**src/rtl/can_trailer_tx.sv**
```systemverilog
// rtl/can_trailer_tx.sv - CAN frame trailer transmitter: stuffed CRC, delimiters, ACK, EOF, IFS with bit monitoring
module can_trailer_tx #(
    parameter int CRC_W     = 15,
    parameter int STUFF_LIM = 5,
    parameter int EOF_LEN   = 7,
    parameter int IFS_LEN   = 3
) (
    input  logic             clk,
    input  logic             reset,
    input  logic             START,
    input  logic [CRC_W-1:0] CRC_IN,
    input  logic             PREV_BIT,
    input  logic [2:0]       PREV_RUN,
    input  logic             BIT_START,
    input  logic             SP,
    input  logic             RX,
    output logic             TX,
    output logic             BUSY,
    output logic             DONE,
    output logic             F_CRC_D,
    output logic             F_ACK_D,
    output logic             ACK_Error,
    output logic             BIT_Error
);

    localparam int IW      = (CRC_W > 1) ? $clog2(CRC_W) : 1;
    localparam int CNT_MAX = (EOF_LEN > IFS_LEN) ? EOF_LEN : IFS_LEN;
    localparam int CW      = $clog2(CNT_MAX + 1);

    typedef enum logic [2:0] {
        IDLE, CRC, CRC_DEL, ACK_SLOT, ACK_DEL, EOF, IFS
    } state_t;

    state_t           state_q, state_d;
    logic [CRC_W-1:0] crc_q, crc_d;
    logic [IW-1:0]    idx_q, idx_d;
    logic             last_q, last_d;
    logic [2:0]       run_q, run_d;
    logic             sent_all_q, sent_all_d;
    logic [CW-1:0]    cnt_q, cnt_d;
    logic             tx_q, tx_d;
    logic             busy_q, busy_d;
    logic             done_q, done_d;
    logic             fcrc_q, fcrc_d;
    logic             fack_q, fack_d;
    logic             ack_err_q, ack_err_d;
    logic             bit_err_q, bit_err_d;

    logic             data_bit;
    logic [2:0]       data_run;
    logic             monitored;
    logic             bit_fail;
    logic             ack_fail;

    always_ff @(posedge clk or negedge reset) begin
        if (!reset) begin
            state_q    <= IDLE;
            crc_q      <= '0;
            idx_q      <= '0;
            last_q     <= 1'b0;
            run_q      <= 3'd0;
            sent_all_q <= 1'b0;
            cnt_q      <= '0;
            tx_q       <= 1'b1;
            busy_q     <= 1'b0;
            done_q     <= 1'b0;
            fcrc_q     <= 1'b1;
            fack_q     <= 1'b1;
            ack_err_q  <= 1'b1;
            bit_err_q  <= 1'b1;
        end else begin
            state_q    <= state_d;
            crc_q      <= crc_d;
            idx_q      <= idx_d;
            last_q     <= last_d;
            run_q      <= run_d;
            sent_all_q <= sent_all_d;
            cnt_q      <= cnt_d;
            tx_q       <= tx_d;
            busy_q     <= busy_d;
            done_q     <= done_d;
            fcrc_q     <= fcrc_d;
            fack_q     <= fack_d;
            ack_err_q  <= ack_err_d;
            bit_err_q  <= bit_err_d;
        end
    end

    // Next CRC data bit and the run length it would produce
    assign data_bit = crc_q[idx_q];
    assign data_run = (data_bit == last_q) ? run_q + 3'd1 : 3'd1;

    // The final EOF bit is left unmonitored so an overload flag there is not a bit error
    assign monitored = busy_q &&
                       ((state_q == CRC) || (state_q == CRC_DEL) || (state_q == ACK_DEL) ||
                        ((state_q == EOF) && (cnt_q < CW'(EOF_LEN - 1))));
    assign bit_fail  = SP && monitored && (RX != tx_q);
    assign ack_fail  = SP && busy_q && (state_q == ACK_SLOT) && RX;

    always_comb begin
        state_d    = state_q;
        crc_d      = crc_q;
        idx_d      = idx_q;
        last_d     = last_q;
        run_d      = run_q;
        sent_all_d = sent_all_q;
        cnt_d      = cnt_q;
        tx_d       = tx_q;
        busy_d     = busy_q;
        done_d     = 1'b0;
        fcrc_d     = fcrc_q;
        fack_d     = fack_q;
        ack_err_d  = ack_err_q;
        bit_err_d  = bit_err_q;

        if (!busy_q) begin
            if (START) begin
                crc_d      = CRC_IN;
                last_d     = PREV_BIT;
                run_d      = PREV_RUN;
                idx_d      = IW'(CRC_W - 1);
                sent_all_d = 1'b0;
                busy_d     = 1'b1;
                ack_err_d  = 1'b1;
                bit_err_d  = 1'b1;
                state_d    = IDLE;
            end
        end else if (bit_fail || ack_fail) begin
            // The SP check sees the current bit before any advance in the same clk
            state_d = IDLE;
            tx_d    = 1'b1;
            busy_d  = 1'b0;
            fcrc_d  = 1'b1;
            fack_d  = 1'b1;
            if (bit_fail) bit_err_d = 1'b0;
            if (ack_fail) ack_err_d = 1'b0;
        end else if (BIT_START) begin
            case (state_q)
                IDLE: begin
                    state_d = CRC;
                    tx_d    = data_bit;
                    last_d  = data_bit;
                    run_d   = data_run;
                    if (idx_q == '0) sent_all_d = 1'b1;
                    else             idx_d      = idx_q - IW'(1);
                end
                CRC: begin
                    if (run_q == 3'(STUFF_LIM)) begin
                        tx_d   = ~last_q;
                        last_d = ~last_q;
                        run_d  = 3'd1;
                    end else if (sent_all_q) begin
                        state_d = CRC_DEL;
                        tx_d    = 1'b1;
                        fcrc_d  = 1'b0;
                    end else begin
                        tx_d   = data_bit;
                        last_d = data_bit;
                        run_d  = data_run;
                        if (idx_q == '0) sent_all_d = 1'b1;
                        else             idx_d      = idx_q - IW'(1);
                    end
                end
                CRC_DEL: begin
                    state_d = ACK_SLOT;
                    tx_d    = 1'b1;
                    fcrc_d  = 1'b1;
                end
                ACK_SLOT: begin
                    state_d = ACK_DEL;
                    tx_d    = 1'b1;
                    fack_d  = 1'b0;
                end
                ACK_DEL: begin
                    state_d = EOF;
                    tx_d    = 1'b1;
                    fack_d  = 1'b1;
                    cnt_d   = '0;
                end
                EOF: begin
                    tx_d = 1'b1;
                    if (cnt_q == CW'(EOF_LEN - 1)) begin
                        state_d = IFS;
                        cnt_d   = '0;
                    end else begin
                        cnt_d = cnt_q + CW'(1);
                    end
                end
                IFS: begin
                    tx_d = 1'b1;
                    if (cnt_q == CW'(IFS_LEN - 1)) begin
                        state_d = IDLE;
                        busy_d  = 1'b0;
                        done_d  = 1'b1;
                    end else begin
                        cnt_d = cnt_q + CW'(1);
                    end
                end
                default: state_d = IDLE;
            endcase
        end
    end

    assign TX        = tx_q;
    assign BUSY      = busy_q;
    assign DONE      = done_q;
    assign F_CRC_D   = fcrc_q;
    assign F_ACK_D   = fack_q;
    assign ACK_Error = ack_err_q;
    assign BIT_Error = bit_err_q;

endmodule

```
**config.mk**
```make
export PLATFORM = sky130hd
export DESIGN_NAME = can_trailer_tx
export DESIGN_NICKNAME = d
export VERILOG_FILES = /design/src/rtl/can_trailer_tx.sv
export SDC_FILE = /design/constraint.sdc
export NUM_CORES = 1
export LEC_CHECK = 0
export ABC_CLOCK_PERIOD_IN_PS = 5200
export CAP_MARGIN = 20
export CORE_UTILIZATION = 60
export CTS_BUF_LIST = sky130_fd_sc_hd__clkbuf_4
export CTS_CLUSTER_SIZE = 16
export DETAILED_ROUTE_END_ITERATION = 8
export PLACE_DENSITY = 0.95
export SLEW_MARGIN = 20
export SYNTH_ARGS = -nofsm -noshare
export SYNTH_HDL_FRONTEND = slang
export SYNTH_SLANG_ARGS = --single-unit
```
**constraint.sdc**
```tcl
create_clock -name clk -period 5.2 [get_ports clk]
set_input_delay 1.04 -clock clk [delete_from_list [all_inputs] [get_ports clk]]
set_output_delay 1.04 -clock clk [all_outputs]
set_load 0.05 [all_outputs]
```
## Yosys cells after proc, flatten, opt, wreduce, memory -nomap -nowiden

Index checks and enable logic that the tools add are counted.

- Register bits after elaboration: 37
- Output and inout port bits: 7
- Input port bits: 25
- Logic and storage cells: 159

- Magnitude comparators: 2
- Reductions and logical operators: 31
- Eq/ne operators: 29
- Muxes and demuxes: 77
- $add $sub $neg: 3
- Bitwise gates (word level): 3

Operator list:

| operator | number |
|---|---|
| 3-bit two-way mux | 17 |
| 1-bit two-way mux | 43 |
| 4-bit two-way mux | 7 |
| 3-bit case mux with 7 select lines | 1 |
| 6-bit AND reduction | 3 |
| 3-bit == test (second input constant) | 5 |
| 5-bit AND reduction | 3 |
| 3-bit inequality test (second input constant) | 4 |
| 3-bit AND reduction | 4 |
| 3-bit by 2-bit == test with 1-bit output (second input constant) | 3 |
| 3-bit case mux with 3 select lines | 1 |
| 3-bit nonzero test | 3 |
| 4-bit by 3-bit inequality test with 1-bit output (second input constant) | 2 |
| 4-bit inequality test (second input constant) | 2 |
| 1-bit case mux with 2 select lines | 4 |
| 4-bit case mux with 2 select lines | 1 |
| 1-bit logical AND | 7 |
| 3-bit by 1-bit adder with 3-bit output (second input constant) | 2 |
| 2-bit by 1-bit inequality test with 1-bit output (second input constant) | 3 |
| 2-bit inequality test (second input constant) | 3 |
| 3-bit by 2-bit inequality test with 1-bit output (second input constant) | 2 |
| 3-bit case mux with 2 select lines | 1 |
| 4-bit by 5-bit less-than comparator with 1-bit output (second input constant) | 1 |
| 5-bit OR reduction | 1 |
| 16 further kinds | 22 |

## Logic depth before layout (Yosys ltp)

Gate-level depths: netlist of the first run.

- Depth in word-level cells: 10
- Gate-level depth with buffers: 9
- Gate-level depth less buffers: 8

## Least setup slack after synthesis of the first run

No wires, ideal clock.

- Path type: input-to-reg
- Start point: input port RX
- End point: register cnt_q[1]
- Data required time: 5.075 ns
- Path slack: 2.784 ns
- Setup time: 0.125 ns
- Stages on the path: 5
- Arrival: 2.291 ns
- Path buffers: 0
- Cell sequence: xor2_1 > nand2_1 > o32ai_2 > a2111oi_2 > mux2_2

- Word-level cells in the longest chain between the ends: 5
- Elaborated cells on any way between the ends: 6
- Those cells by class: eq/ne: 1; bitwise: 1; reduce/logical: 4

RTL lines:

| item | line | source |
|---|---|---|
| start, declared | 16 | `input logic RX,` |
| 1-bit inequality test | 97 | `assign bit_fail = SP && monitored && (RX != tx_q);` |
| 1-bit logical AND | 97 |  |
| 1-bit logical OR (*) | 128 | `end else if (bit_fail \|\| ack_fail) begin` |
| 1-bit inverter (no source line) (*) | - |  |
| 5-bit AND reduction (no source line) (*) | - |  |
| end signal, assigned | 78 | `cnt_q <= cnt_d;` |
| end, declared | 40 | `logic [CW-1:0] cnt_q, cnt_d;` |

Mark *: on every way between the ends. The rest lies on a longest branch, timed or not.
A chain may end at the register's enable or synchronous reset.

## Worst setup path in the final report of the first run

- Start point: register busy_q (netlist: BUSY)
- End point: output port BUSY

RTL lines:

| item | line | source |
|---|---|---|
| start, declared | 42 | `logic busy_q, busy_d;` |
| start signal, assigned | 80 | `busy_q <= busy_d;` |
| end, declared | 18 | `output logic BUSY,` |

No word-level cell between the ends.

==> results by group, run 1 <==
Outcome
  – Status: complete, no violations

Timing
  – WHS: 0.4873 ns
  – Max Clock Skew: 0.01223 ns
  – Setup TNS Final: 0 ns
  – Slew Limit Fails: 0
  – Worst-Margin Slew: 0.8210 ns
  – Final hold vios: 0
  – Final worst setup slack: 2.138 ns
  – RSZ-0062 raised after global routing: false
  – Final period util: 58.89%
  – Min Tclk post-route: 3.062 ns
  – Slew headroom: 45.27%
  – Final setup violation count: 0
  – F_max: 326.5 MHz

Detailed routing
  – Routed wire length: 4.722 mm
  – Drt via density: 6.018
  – DRC Markers: 0
  – DR iter-0 viols: 199
  – Detail Route Antenna Nets: 0
  – Via count: 1,956
  – DR pass1 iterations: 5
  – Wire per inst: 14.53 µm

Die
  – Total core area: 3390 µm²
  – Placement Rows: 21
  – Initial Util: 63.42%
  – Horiz. Die Dim: 61.86 µm
  – Die Ht: 61.86 µm
  – Die area: 3826 µm²
  – # IOs: 32

Worst setup path
  – Crit-path slowest cell: clkdlybuf4s50_1
  – Buf/Inv on CP: 1
  – R2R Path Start: BUSY
  – Startpoint Class: flop
  – Worst path depth: 1
  – Max incr delay on CP: 0.92 ns
  – Cell family with most CP delay: buffers and inverters
  – Critical Path Sink: BUSY
  – R2r setup slk: 2.83 ns
  – Critical path class: flop to primary output
  – Critical path launch point: BUSY
  – Critical Path AT: 2.02 ns
  – Reg-to-Reg End: state_q[1]
  – CP endpoint kind: primary output
  – Crit-path cells: clkdlybuf4s50_1
  – Crit Path Max Fanout: 19
  – WP data required: 4.16 ns
  – R2R cell count: 5

Synth
  – Yosys warnings: 0
  – Mapped Cells: 251
  – Ys async rst share: 100.0%
  – Register area share after synthesis: 43.36%
  – Post-synth EDFFs: 0
  – Main synth FF type: dfrtp_1
  – Mean post-synth cell area: 8.564 µm²
  – FF+latch count, synth: 37
  – Mapped cell area: 2150 µm²
  – Mapped Nets: 281
  – Synth unique cells: 47

Finish
  – Fillers: 230
  – Share of layout cells above drive strength 1: 7.885%
  – Diodes inserted: 0
  – # nets final: 308
  – P&R area growth vs syn: 18.86%

CTS
  – Postcts setup bufs: 0
  – TritonCTS clock tree: built
  – Post-CTS Resized: 0
  – Hold Buf Count CTS: 0
  – Worst-path clk slew: 0.13 ns
  – Clock buffer depth: 2
  – Clock Sinks: 37
  – Total CTS buffers: 5
  – H-tree depth: 2
  – Worst-Skew Late Latency: 0.36 ns
  – Root Driver: clkbuf_4

Global route
  – Number of global-route vias before repair: 1,792
  – Initial antenna violation count: 0
  – Overflow after GRT: 0
  – Largest net degree at the start of global routing: 38
  – Gr usage total: 28.30%
  – First-pass GRT wire length: 7.769 mm

Pwr
  – P_int: 0.8143 mW
  – Static leakage: 1.142 nW
  – Power density over the cells: 582.0 nW/µm²
  – Worst vdd ir: 0.2707 mV
  – Clock power frac: 13.8%
  – Flop pwr share: 38.2%
  – Net Sw Frac: 45.24%
  – Combinational power share: 48.0%
  – P_sw: 0.6727 mW

Placement
  – Dpl hpwl: 3.287 mm
  – Port bufs: 31
  – Post-place setup slack: 2.094 ns
  – Gpl congestion: 1.042

Run
  – Max Cap Violations: 0

Worst hold path
  – Worst Hold Class: flop to flop
==> placed cells by master (no fill, tap or decap), types with 2 or more instances in the layout <==
master | Yosys | final
inv_1 | 12 | 12
nand4_1 | 3 | 3
mux4_2 | 2 | 2
o21ai_0 | 12 | 12
mux2i_1 | 4 | 4
a31oi_1 | 4 | 4
nor2b_1 | 3 | 3
clkbuf_4 | 0 | 5
dfrtp_1 | 32 | 32
a21oi_1 | 14 | 14
dfstp_2 | 5 | 5
nand3_1 | 2 | 2
o41a_1 | 2 | 2
xnor2_1 | 5 | 5
ha_1 | 5 | 5
nor3_1 | 3 | 3
nor3b_1 | 4 | 4
nand2_1 | 72 | 72
and2_1 | 2 | 2
o22ai_1 | 3 | 3
nor2_1 | 15 | 15
o41ai_1 | 2 | 2
buf_4 | 0 | 2
clkdlybuf4s50_1 | 0 | 31
nand2b_1 | 6 | 6
nand3b_1 | 4 | 4
==> worst min path at each step <==
stage	endpoint	startpoint	slack [ns]	cells after the start
2_1_floorplan	crc_q[2]	crc_q[2]	0.44	2
3_3_place_gp	crc_q[4]	crc_q[4]	0.46	2
3_5_place_dp	crc_q[3]	crc_q[3]	0.46	2
4_1_cts	crc_q[9]	crc_q[9]	0.49	2
5_1_grt	crc_q[4]	crc_q[4]	0.52	2
6_report	crc_q[3]	crc_q[3]	0.49	2
==> through the flow <==
step | util (%) | cells | total power, mW | instance area, µm²
finish | 75.38 | 325 | 1.487 | 2555
floorplan | - | 251 | 1.097 | 2150
global placement | 73.05 | 317 | 1.234 | 2476
detailed placement | 73.05 | 317 | 1.273 | 2476
CTS | 75.38 | 325 | 1.478 | 2555
global route | 75.38 | 325 | 1.594 | 2555
==> synthesized netlist by cell type (2+ instances only) <==
| cell | instances | area [µm²] |
|---|---|---|
| nor3b_1 | 4 | 30.03 |
| mux2i_1 | 4 | 40.04 |
| nor2b_1 | 3 | 18.77 |
| nand3_1 | 2 | 10.01 |
| a21oi_1 | 14 | 70.07 |
| o22ai_1 | 3 | 18.77 |
| nor3_1 | 3 | 15.01 |
| clkbuf_1 | 12 | 45.04 |
| nand2b_1 | 6 | 37.54 |
| and2_1 | 2 | 12.51 |
| nor2_1 | 15 | 56.30 |
| dfstp_2 | 5 | 131.4 |
| o41ai_1 | 2 | 17.52 |
| dfrtp_1 | 32 | 800.8 |
| xnor2_1 | 5 | 43.79 |
| nand2_1 | 72 | 270.3 |
| a31oi_1 | 4 | 25.02 |
| ha_1 | 5 | 62.56 |
| inv_1 | 12 | 45.04 |
| o41a_1 | 2 | 22.52 |
| mux4_2 | 2 | 45.04 |
| nand4_1 | 3 | 18.77 |
| nand3b_1 | 4 | 30.03 |
| o21ai_0 | 12 | 60.06 |
==> tightest hold or removal path, cell delays in order (launching register included) <==
cell and delay [ns]:
dfrtp_1 0.36, nand2_1 0.05, nand2_1 0.05
==> power groups by stage <==
stage	Sequential [mW]	Clock, mW	Combinational, mW
floorplan	0.534	0	0.562
global placement	0.561	0	0.673
detailed placement	0.569	0	0.704
CTS	0.562	0.205	0.710
global route	0.585	0.215	0.794
finish	0.568	0.205	0.714
==> logic make-up (layout without fill, tap and decap cells) <==
logic type / count (synthesis) / after routing / synth area share (%)
DFF: 37 / 37 / 43.36
buffers and inverters: 25 / 53 / 4.714
xor gates and xnor gates: 6 / 6 / 2.445
muxes: 7 / 7 / 4.482
adders and majority gates: 5 / 5 / 2.910
AOI/OAI and AO/OA: 52 / 52 / 17.17
and+or+nand+nor: 119 / 119 / 24.91
==> sequential cells by signal, indices dropped and copies added (netlist names), 3 cells and up <==
register  flops
crc_q        15
cnt_q         3
idx_q         4
state_q       3
run_q         3
==> cell type report <==
class | count | area [µm²] | share of cell area [%]
multi-input combinational | 189 | 1116 | 43.68
sequential | 37 | 932.1 | 36.48
timing repair buffer | 33 | 325.3 | 12.73
tap | 46 | 57.56 | 2.253
inverter | 12 | 45.04 | 1.763
clock inverter | 3 | 41.29 | 1.616
clock buffer | 5 | 37.54 | 1.469
==> metal layers <==
layer	wire length, µm	track usage, %	part of all wire, %	up-vias
li1	-	-	-	922
met1	1950	35.12	41	917
met2	2312	47.00	49	102
met3	369	7.660	7.8	15
met4	89	11.43	1.9	0
met5	0	0	0	-
Note: power is estimated with default switching activity, not from simulation.
==> run 2: changes to the inputs <==
--- a/config.mk
+++ b/config.mk
@@ -5,13 +5,13 @@
 export SDC_FILE = /design/constraint.sdc
 export NUM_CORES = 1
 export LEC_CHECK = 0
-export ABC_CLOCK_PERIOD_IN_PS = 5200
+export ABC_CLOCK_PERIOD_IN_PS = 3150
 export CAP_MARGIN = 20
-export CORE_UTILIZATION = 60
+export CORE_UTILIZATION = 56
 export CTS_BUF_LIST = sky130_fd_sc_hd__clkbuf_4
 export CTS_CLUSTER_SIZE = 16
 export DETAILED_ROUTE_END_ITERATION = 8
-export PLACE_DENSITY = 0.95
+export PLACE_DENSITY = 0.93
 export SLEW_MARGIN = 20
 export SYNTH_ARGS = -nofsm -noshare
 export SYNTH_HDL_FRONTEND = slang
==> constraint.sdc (replaced) <==
create_clock -name clk -period 3.15 [get_ports clk]
set_input_delay 0.63 -clock clk [delete_from_list [all_inputs] [get_ports clk]]
set_output_delay 0.63 -clock clk [all_outputs]
set_load 0.05 [all_outputs]
==> run 2 against run 1 <==
Clock-buffer cell count rose by 1. Hold slack worse by 0.0035 ns. Non-clock buffer count increased by 2. Largest power group unchanged.
==> results by group, run 2 (same netlist as run 1, synthesis figures left out) <==
Finish
  – Commonest non-fill, non-tap cell in the layout: nand2_1
  – Biggest register: crc_q
  – P&R area growth vs syn: 19.73%
  – # nets final: 310
  – Most frequent cells in the layout: nand2_1, dfrtp_1, clkdlybuf4s50_1
  – Largest registers: crc_q: 15 flops, idx_q: 4 flops
  – Diodes inserted: 0
  – Largest register FFs: 15
  – Fillers: 280
  – Share of layout cells above drive strength 1: 8.897%

Detailed routing
  – DR pass1 iterations: 6
  – DR iter-0 viols: 206
  – Routed wire length: 4.605 mm
  – Drt via density: 5.815
  – DRC Markers: 0
  – Wire per inst: 14.00 µm
  – Via count: 1,913
  – Detail Route Antenna Nets: 0

Global route
  – Largest net degree at the start of global routing: 38
  – Gr usage total: 25.64%
  – Number of global-route vias before repair: 1,803
  – Overflow after GRT: 0
  – First-pass GRT wire length: 7.935 mm
  – Initial antenna violation count: 0

Timing
  – Slew Limit Fails: 0
  – WHS: 0.4838 ns
  – Final period util: 74.95%
  – Min Tclk post-route: 2.361 ns
  – Slew headroom: 50.80%
  – F_max: 423.5 MHz
  – Final hold vios: 0
  – RSZ-0062 raised after global routing: false
  – Setup TNS Final: 0 ns
  – Max Clock Skew: 0.01349 ns
  – Final setup violation count: 0
  – Worst-Margin Slew: 0.7367 ns

CTS
  – Hold Buf Count CTS: 0
  – Root Driver: clkbuf_4
  – Postcts setup bufs: 0
  – H-tree depth: 2
  – Worst-path clk slew: 0.11 ns
  – Clock Sinks: 37
  – Post-CTS Resized: 0
  – Worst-Skew Late Latency: 0.34 ns
  – Total CTS buffers: 5
  – TritonCTS clock tree: built
  – Clock buffer depth: 2

Worst hold path
  – Hold Path Sink: crc_q[3]
  – WHS Path Cells: 2
  – Hold_sp: crc_q[3]
  – Worst Hold Class: flop to flop

Pwr
  – Power density over the cells: 953.9 nW/µm²
  – Worst vdd ir: 0.4681 mV
  – Static leakage: 1.158 nW

Die
  – Die Ht: 63.96 µm
  – Placement Rows: 22
  – Die area: 4090 µm²
  – Total core area: 3661 µm²
  – # IOs: 32
  – Initial Util: 58.71%
  – Horiz. Die Dim: 63.96 µm

Worst setup path
  – Startpoint Class: flop
  – Reg-to-Reg End: run_q[0]
  – Crit-path slowest cell: clkdlybuf4s50_1
  – Cell family with most CP delay: buffers and inverters
  – WP data required: 2.52 ns
  – R2r setup slk: 0.86 ns
  – Critical path launch point: TX
  – Crit Path Max Fanout: 4
  – CP endpoint kind: primary output
  – Critical path class: flop to primary output
  – R2R Path Start: idx_q[0]
  – R2R cell count: 6
  – Crit-path cells: clkdlybuf4s50_1
  – Max incr delay on CP: 0.81 ns
  – Buf/Inv on CP: 1
  – Critical Path AT: 1.73 ns

Placement
  – Dpl hpwl: 3.183 mm
  – Port bufs: 31
  – Gpl congestion: 0.9277

Outcome
  – Status: complete, no violations

Run
  – Max Cap Violations: 0
[run 2: changes by cell type in the layout (fill, tap and decap cells not counted), sizes merged]
| cell | delta |
|---|---|
| clkinvlp | -1 |
| buf | +2 |
| clkbuf | +1 |
[run 2: how the worst max path moves through the flow]
| stage | to | slack, ns | cells past startpoint |
|---|---|---|---|
| 6_report | TX | 0.79 | 1 |
| 5_1_grt | run_q[1] | 0.62 | 7 |
| 4_1_cts | TX | 0.77 | 1 |
| 3_5_place_dp | state_q[2] | 0.48 | 7 |
| 3_3_place_gp | state_q[2] | 0.54 | 7 |
| 2_1_floorplan | cnt_q[1] | 1.01 | 5 |
[run 2: report_power, final]
group          switching [mW]  internal, mW
clock network           0.150         0.175
logic                   0.710         0.509
registers               0.227         0.684
[run 2: per-layer routing]
metal / up-vias / global-route usage (%) / part of all wire, %
li1: 917 / - / -
met1: 920 / 32.79 / 44
met2: 70 / 41.09 / 49
met3: 6 / 5.714 / 5.8
met4: 0 / 12.22 / 1.3
met5: - / 0 / 0
[run 2: final cells by class]
class	count	area [µm²]	share of cell area, %
clock buffer	6	45.04	1.750
sequential	37	932.1	36.22
inverter	12	45.04	1.750
tap	48	60.06	2.333
clock inverter	2	35.03	1.361
timing repair buffer	35	340.3	13.22
multi-input combinational	189	1116	43.36
[run 2: worst register-to-register path, stage by stage, from the launching register on]
cell and delay, ns:
dfrtp_1 0.59, mux4_2 0.57, mux2i_1 0.14, nor2_1 0.06
a41oi_2 0.23, xnor2_1 0.16, o41a_1 0.42
[run 2: stage by stage]
stage	worst slack, ns	cells	utilization [%]	power (mW)	cell area, µm²
2_1_floorplan	1.006	251	-	1.810	2150
3_3_place_gp	0.5439	321	68.11	2.055	2494
3_5_place_dp	0.4758	321	68.11	2.108	2494
4_1_cts	0.7673	329	70.30	2.456	2574
5_1_grt	0.6170	329	70.30	2.665	2574
6_report	0.7889	329	70.30	2.455	2574
